<file path="config.mk">
export PLATFORM = sky130hd
export DESIGN_NAME = uio_prbs_port
export DESIGN_NICKNAME = d
export VERILOG_FILES = /design/src/rtl/uio_prbs_port.sv
export SDC_FILE = /design/constraint.sdc
export NUM_CORES = 2
export LEC_CHECK = 0
export ABC_AREA = 0
export ABC_CLOCK_PERIOD_IN_PS = 9000
export CAP_MARGIN = 20
export CORE_MARGIN = 2
export CORE_UTILIZATION = 45
export CTS_CLUSTER_SIZE = 24
export DETAILED_ROUTE_END_ITERATION = 6
export DONT_BUFFER_PORTS = 1
export PLACE_DENSITY = 0.71
export SYNTH_ARGS = -nofsm -noshare
export SYNTH_HDL_FRONTEND = slang
export SYNTH_SLANG_ARGS = --single-unit
</file>
<file path="constraint.sdc">
create_clock -name clk_per -period 9 [get_ports clk_per]
set_clock_uncertainty 0.05 [all_clocks]
set_input_delay 1.8 -clock clk_per [delete_from_list [all_inputs] [get_ports clk_per]]
set_output_delay 1.8 -clock clk_per [all_outputs]
set_load 0.03 [all_outputs]
</file>
<file path="src/rtl/uio_prbs_port.sv">
// PRBS31 traffic generator and loopback checker for one Aurora user-I/O port.
// Requests go out on uio_rq_*, returned words on uio_rs_* are checked; CSR window gives control and stats.
module uio_prbs_port #(
  parameter int          UIO_PORTS_WIDTH = 128,
  parameter logic [15:0] CSR_BASE        = 16'h0100,
  parameter int          DRAIN_TIMEOUT   = 1024
) (
  input  logic                       clk_per,
  input  logic                       reset_per_n,
  input  logic [15:0]                i_csr_addr,
  input  logic [63:0]                i_csr_data,
  input  logic                       i_csr_wr_vld,
  input  logic                       i_csr_rd_vld,
  output logic [63:0]                o_csr_data,
  output logic                       o_csr_rd_ack,
  output logic                       uio_rq_vld,
  output logic [UIO_PORTS_WIDTH-1:0] uio_rq_data,
  input  logic                       uio_rq_afull,
  input  logic                       uio_rs_vld,
  input  logic [UIO_PORTS_WIDTH-1:0] uio_rs_data,
  output logic                       uio_rs_afull
);

  localparam int          W          = UIO_PORTS_WIDTH;
  localparam int          IW         = $clog2(DRAIN_TIMEOUT + 1);
  localparam logic [IW-1:0] IDLE_LIMIT = IW'(DRAIN_TIMEOUT - 1);
  localparam logic [30:0] SEED_ZERO_SUB = 31'h7FFF_FFFF;

  typedef enum logic [2:0] {
    S_IDLE  = 3'd0,
    S_RUN   = 3'd1,
    S_DRAIN = 3'd2,
    S_DONE  = 3'd3
  } state_t;

  typedef struct packed {
    logic [W-1:0] word;
    logic [30:0]  lfsr;
  } prbs_t;

  // One word = next W sequence bits, first generated bit in the MSB.
  function automatic prbs_t prbs_step(input logic [30:0] s);
    prbs_t r;
    logic  b;
    r.lfsr = s;
    r.word = '0;
    for (int i = W - 1; i >= 0; i--) begin
      b         = r.lfsr[30] ^ r.lfsr[27];
      r.word[i] = b;
      r.lfsr    = {r.lfsr[29:0], b};
    end
    return r;
  endfunction

  function automatic logic [47:0] sat_inc(input logic [47:0] v);
    return (&v) ? v : v + 48'd1;
  endfunction

  state_t        state_q, state_d;
  logic [30:0]   gen_q, chk_q, seed_q;
  logic [47:0]   target_q, tx_cnt_q, rx_cnt_q, err_cnt_q, first_idx_q;
  logic [63:0]   first_xor_q;
  logic          err_seen_q, stray_q, timeout_q, inject_q;
  logic [IW-1:0] idle_q;

  // CSR decode: aligned 64-bit registers inside the 8-entry window only.
  logic [15:0] csr_off;
  logic        csr_hit, wr_hit, rd_hit, ctrl_wr;
  logic [2:0]  csr_idx;
  logic        cmd_clear, cmd_start, cmd_stop, cmd_inject;
  logic        unused_bits;

  assign csr_off    = i_csr_addr - CSR_BASE;
  assign csr_hit    = (i_csr_addr >= CSR_BASE) && (csr_off[15:6] == 10'd0) && (csr_off[2:0] == 3'd0);
  assign csr_idx    = csr_off[5:3];
  assign wr_hit     = i_csr_wr_vld && csr_hit;
  assign rd_hit     = i_csr_rd_vld && csr_hit;
  assign ctrl_wr    = wr_hit && (csr_idx == 3'd0);
  assign cmd_clear  = ctrl_wr && i_csr_data[2];
  assign cmd_start  = ctrl_wr && i_csr_data[0] && !i_csr_data[2];
  assign cmd_stop   = ctrl_wr && i_csr_data[1] && !i_csr_data[0] && !i_csr_data[2];
  assign cmd_inject = ctrl_wr && i_csr_data[3] && !i_csr_data[2];
  assign unused_bits = &{1'b0, i_csr_data[63:48]};

  prbs_t         gen_step, chk_step;
  logic [30:0]   seed_eff;
  logic          rs_accept, rs_stray, rs_mismatch;
  logic [W-1:0]  rs_diff;
  logic [W+63:0] rs_diff_ext;
  logic [47:0]   tx_inc, rx_next;

  assign gen_step    = prbs_step(gen_q);
  assign chk_step    = prbs_step(chk_q);
  assign seed_eff    = (seed_q == 31'd0) ? SEED_ZERO_SUB : seed_q;
  assign rs_accept   = uio_rs_vld && ((state_q == S_RUN) || (state_q == S_DRAIN));
  assign rs_stray    = uio_rs_vld && ((state_q == S_IDLE) || (state_q == S_DONE));
  assign rs_diff     = uio_rs_data ^ chk_step.word;
  assign rs_diff_ext = {64'd0, rs_diff};
  assign rs_mismatch = |rs_diff;
  assign tx_inc      = sat_inc(tx_cnt_q);
  assign rx_next     = rs_accept ? sat_inc(rx_cnt_q) : rx_cnt_q;
  assign uio_rs_afull = 1'b0;

  logic emit, load, zero, timeout_hit;

  always_comb begin
    // NOTE: every output of this block gets a default first, so no path leaves one unassigned and no latch is inferred.
    state_d     = state_q;
    emit        = 1'b0;
    load        = 1'b0;
    zero        = 1'b0;
    timeout_hit = 1'b0;
    unique case (state_q)
      S_IDLE, S_DONE: begin
        if (cmd_clear) begin
          zero    = 1'b1;
          state_d = S_IDLE;
        end else if (cmd_start) begin
          load    = 1'b1;
          state_d = S_RUN;
        end
      end
      S_RUN: begin
        if (cmd_clear) begin
          zero    = 1'b1;
          state_d = S_IDLE;
        end else begin
          emit = !uio_rq_afull;
          if (cmd_stop || (emit && (target_q != 48'd0) && (tx_inc == target_q)))
            state_d = S_DRAIN;
        end
      end
      S_DRAIN: begin
        if (cmd_clear) begin
          zero    = 1'b1;
          state_d = S_IDLE;
        end else if (rx_next == tx_cnt_q) begin
          state_d = S_DONE;
        end else if (!uio_rs_vld && (idle_q == IDLE_LIMIT)) begin
          timeout_hit = 1'b1;
          state_d     = S_DONE;
        end
      end
      default: state_d = S_IDLE;
    endcase
  end

  logic [63:0] rd_mux;

  always_comb begin
    rd_mux = '0;
    unique case (csr_idx)
      3'd0: rd_mux = {56'd0, timeout_q, stray_q, err_seen_q, 2'b00, state_q};
      3'd1: rd_mux = {33'd0, seed_q};
      3'd2: rd_mux = {16'd0, target_q};
      3'd3: rd_mux = {16'd0, tx_cnt_q};
      3'd4: rd_mux = {16'd0, rx_cnt_q};
      3'd5: rd_mux = {16'd0, err_cnt_q};
      3'd6: rd_mux = {16'd0, first_idx_q};
      default: rd_mux = first_xor_q;
    endcase
  end

  always_ff @(posedge clk_per) begin
    // NOTE: state is updated with non-blocking assignments so every register samples pre-edge values.
    if (!reset_per_n) begin
      state_q <= S_IDLE;
      idle_q  <= '0;
    end else begin
      state_q <= state_d;
      idle_q  <= ((state_q == S_DRAIN) && !uio_rs_vld) ? idle_q + 1'b1 : '0;
    end
  end

  always_ff @(posedge clk_per) begin
    if (!reset_per_n) begin
      o_csr_data   <= '0;
      o_csr_rd_ack <= 1'b0;
      uio_rq_vld   <= 1'b0;
      uio_rq_data  <= '0;
      gen_q        <= '0;
      chk_q        <= '0;
      seed_q       <= 31'd1;
      target_q     <= '0;
      tx_cnt_q     <= '0;
      rx_cnt_q     <= '0;
      err_cnt_q    <= '0;
      first_idx_q  <= '0;
      first_xor_q  <= '0;
      err_seen_q   <= 1'b0;
      stray_q      <= 1'b0;
      timeout_q    <= 1'b0;
      inject_q     <= 1'b0;
    end else begin
      o_csr_rd_ack <= rd_hit;
      if (rd_hit) o_csr_data <= rd_mux;
      if (wr_hit && (csr_idx == 3'd1)) seed_q   <= i_csr_data[30:0];
      if (wr_hit && (csr_idx == 3'd2)) target_q <= i_csr_data[47:0];

      uio_rq_vld <= emit;
      if (emit) begin
        uio_rq_data <= gen_step.word ^ {{(W-1){1'b0}}, inject_q};
        gen_q       <= gen_step.lfsr;
      end

      // Inject survives start; clear drops it, emission consumes it.
      if (zero)            inject_q <= 1'b0;
      else if (cmd_inject) inject_q <= 1'b1;
      else if (emit)       inject_q <= 1'b0;

      if (load || zero) begin
        if (load) begin
          gen_q <= seed_eff;
          chk_q <= seed_eff;
        end
        tx_cnt_q    <= '0;
        rx_cnt_q    <= '0;
        err_cnt_q   <= '0;
        first_idx_q <= '0;
        first_xor_q <= '0;
        err_seen_q  <= 1'b0;
        stray_q     <= 1'b0;
        timeout_q   <= 1'b0;
      end else begin
        if (emit) tx_cnt_q <= tx_inc;
        if (rs_accept) begin
          rx_cnt_q <= rx_next;
          chk_q    <= chk_step.lfsr;
          if (rs_mismatch) begin
            err_cnt_q  <= sat_inc(err_cnt_q);
            err_seen_q <= 1'b1;
            if (err_cnt_q == 48'd0) begin
              first_idx_q <= rx_cnt_q;
              first_xor_q <= rs_diff_ext[63:0];
            end
          end
        end
        if (rs_stray)    stray_q   <= 1'b1;
        if (timeout_hit) timeout_q <= 1'b1;
      end
    end
  end

endmodule

</file>
==> flow_summary.json <==
{
  "drv_cap": 0,
  "synth_warnings": 0,
  "synthAdderAreaFrac_pct": 0.254,
  "synth-async-reset-ratio_pct": 0,
  "clkSinkCount": 608,
  "relSlewSlack_pct": 21.8,
  "critPathLaunchType": "flip-flop",
  "grt_max_degree": 343,
  "synthSimpleGateAreaFrac_pct": 21.5,
  "setup_viol": 0,
  "syn_area_um2": 34500,
  "yosysSeqAreaShare_pct": 35.3,
  "peakVddDrop_uv": 149,
  "synth_cell_types": 79,
  "grt_antenna_before_repair": 2,
  "cts_setup_buffers": 0,
  "die_w_um": 281,
  "core_um2": 75800,
  "status": "finished, final reports clean",
  "synth.area.top_cells": "dfxtp_1 (35%), xnor2_1 (9.7%), nand2_1 (6.1%)",
  "synth_edf_count": 0,
  "htree_levels": 3,
  "finalSetupTns_ns": 0,
  "critPathCaptureType": "flip-flop",
  "mostFrequentLayoutCells": "dfxtp_1 (608), nand2_1 (552), xnor2_1 (380)",
  "vias_per_cell": 6.32,
  "start_util_pct": 45.5,
  "postCtsHoldBufs": 0,
  "hp-class": "reg -> reg",
  "synth_xor_area_share_pct": 16.3,
  "clkSlewWorstSetupHoldPaths_ns": 0.06,
  "cts_resized": 0,
  "clock-root-buffer": "clkbuf_16",
  "wl_um": 139000,
  "synth_top_area_cell": "dfxtp_1",
  "post-route-period-util_pct": 66.8,
  "regArea_um2": 12200,
  "yosysTopAreaCellShare_pct": 35.3,
  "design.die.area_um2": 78800,
  "ctsLongestPathBuffers": 3,
  "die_h_um": 281,
  "multiInputGateArea_um2": 20800,
  "path_max_fanout": 11,
  "crit_type": "reg -> reg",
  "fin_crit_ns": 6.01,
  "final_layout_size_suffix_gt1_share_pct": 5.74,
  "gp_congestion": 1.00,
  "synth_mux_area_share_pct": 5.61,
  "synthCells": 4141,
  "fmax_ghz": 0.166,
  "cts_tree": "built",
  "ys.flop_type": "dfxtp_1",
  "p_total_mw": 5.78,
  "drtIter0Drc": 4241,
  "final_nets": 4102,
  "layout_commonest_cell": "dfxtp_1",
  "crit_arrival_ns": 6.48,
  "clock_latency_ns": 0.66,
  "grt_pass1_vias": 28000,
  "postSynthNetCount": 4362,
  "ys_ff_latch": 608,
  "first_pass_iters": 7,
  "ant_nets": 0,
  "num_rows": 101,
  "hold_viol": 0,
  "diodes": 0,
  "crit_required_ns": 9.47,
  "track_usage_pct": 33.9,
  "leakage_nw": 14.5,
  "rsz0062_at_grt": "no",
  "postSynthAreaPerCell_um2": 8.32,
  "vias": 31100,
  "dp_hpwl_um": 101000,
  "synth_top_family_by_area": "simple AND/OR/NAND/NOR gates",
  "tightest_slew_ns": 1.16,
  "wl_per_cell_um": 28.3,
  "portBuffers": 0,
  "overflow": 0,
  "grt_pass1_wl_um": 197000,
  "drv_slew": 0,
  "synth_compound_area_share_pct": 16.4,
  "area_growth_syn_to_layout_pct": 7.66,
  "nFillCells": 7342,
  "cts-buffers-inserted": 69,
  "io_pins": 409,
  "powerDensity_nw_per_um2": 156,
  "drc": 0
}
==> power by group <==
part           leakage (nW)  switching, mW  internal, mW
Combinational          8.40         0.0809        0.0619
Clock                  1.17           1.29          1.66
Sequential             4.89       0.000746          2.69
Total                  14.5           1.37          4.41
==> registers in the layout (all words and copies together) (netlist names), 48 cells and up <==
| register | flops |
|---|---|
| o_csr_data | 64 |
| err_cnt_q | 48 |
| tx_cnt_q | 48 |
| target_q | 48 |
| first_xor_q | 64 |
| first_idx_q | 48 |
| uio_rq_data | 128 |
| rx_cnt_q | 48 |
==> routing by layer <==
metal  vias to the layer above  global-route usage, %  part of all wire [%]
met5                         -                      0                     0
li1                      13900                      -                     -
met3                       355                   8.40                    12
met2                      1897                   50.1                    43
met4                         0                   16.5                   5.5
met1                     14900                   45.9                    40
==> per-stage QoR <==
step                      cells  setup WS [ns]  cell area [um2]  util (%)  hold slack [ns]
after floorplan            4141           4.11            34500         -            0.368
after global routing       4914           3.16            37100      48.9            0.428
after CTS                  4910           3.38            37000      48.9            0.407
after detailed placement   4784           3.02            34700      45.7            0.398
after global placement     4783           3.04            34600      45.7            0.383
final                      4914           2.99            37100      48.9            0.406
==> kinds of logic after synthesis <==
group,count (synthesis)
xor gates and xnor gates,600
other,1
buffers and inverters,410
DFF,608
muxes,182
AOI/OAI and AO/OA,777
and+or+nand+nor,1556
adders and majority gates,7
==> worst paths after layout <==
path              startpoint               to  slack, ns  cells past startpoint
min          first_xor_q[48]  first_xor_q[48]       0.41                      2
min reg2reg  first_xor_q[48]  first_xor_q[48]       0.41                      2
max             tx_cnt_q[33]       state_q[1]       2.99                     11
max reg2reg     tx_cnt_q[33]       state_q[1]       2.99                     11
==> worst max-delay path: stages (launching register included) <==
cell and delay (ns):
dfxtp_1 0.74, nand4_1 0.41, nor4_1 1.06, nand4_1 0.79
nand2_1 0.47, xnor2_1 0.14, a2111oi_0 0.72, nand4_1 0.18
nor4_1 0.72, a21boi_1 0.27, o211ai_1 0.23, o31ai_1 0.10
==> cells in the mapped netlist (19+ instances only) <==
cell type / n
clkbuf_1: 323
a221oi_1: 24
o22ai_1: 51
nor2b_1: 53
buf_1: 21
or4_1: 22
and3_1: 45
xnor2_1: 380
nor2_1: 341
a211oi_1: 36
a21oi_1: 111
nand3_1: 124
dfxtp_1: 608
and2_1: 23
a21boi_0: 162
mux2i_1: 155
o211ai_1: 20
o221ai_1: 22
inv_1: 29
mux2_2: 20
o21ai_0: 113
and4_1: 23
buf_2: 35
nor4_1: 77
nand4_1: 75
o211a_1: 113
xor2_1: 195
a22oi_1: 22
nor3_1: 102
or3_1: 43
nand2b_1: 19
nand2_1: 557
==> final cells by class <==
class / instances / area share (%)
Multi-Input combinational cell: 3123 / 56.0
Sequential cell: 608 / 32.8
Clock buffer: 86 / 5.12
Tap cell: 978 / 3.30
Clock inverter: 40 / 1.30
Timing Repair Buffer: 49 / 1.19
Inverter: 30 / 0.303
Note: power is estimated with default switching activity, not from simulation.
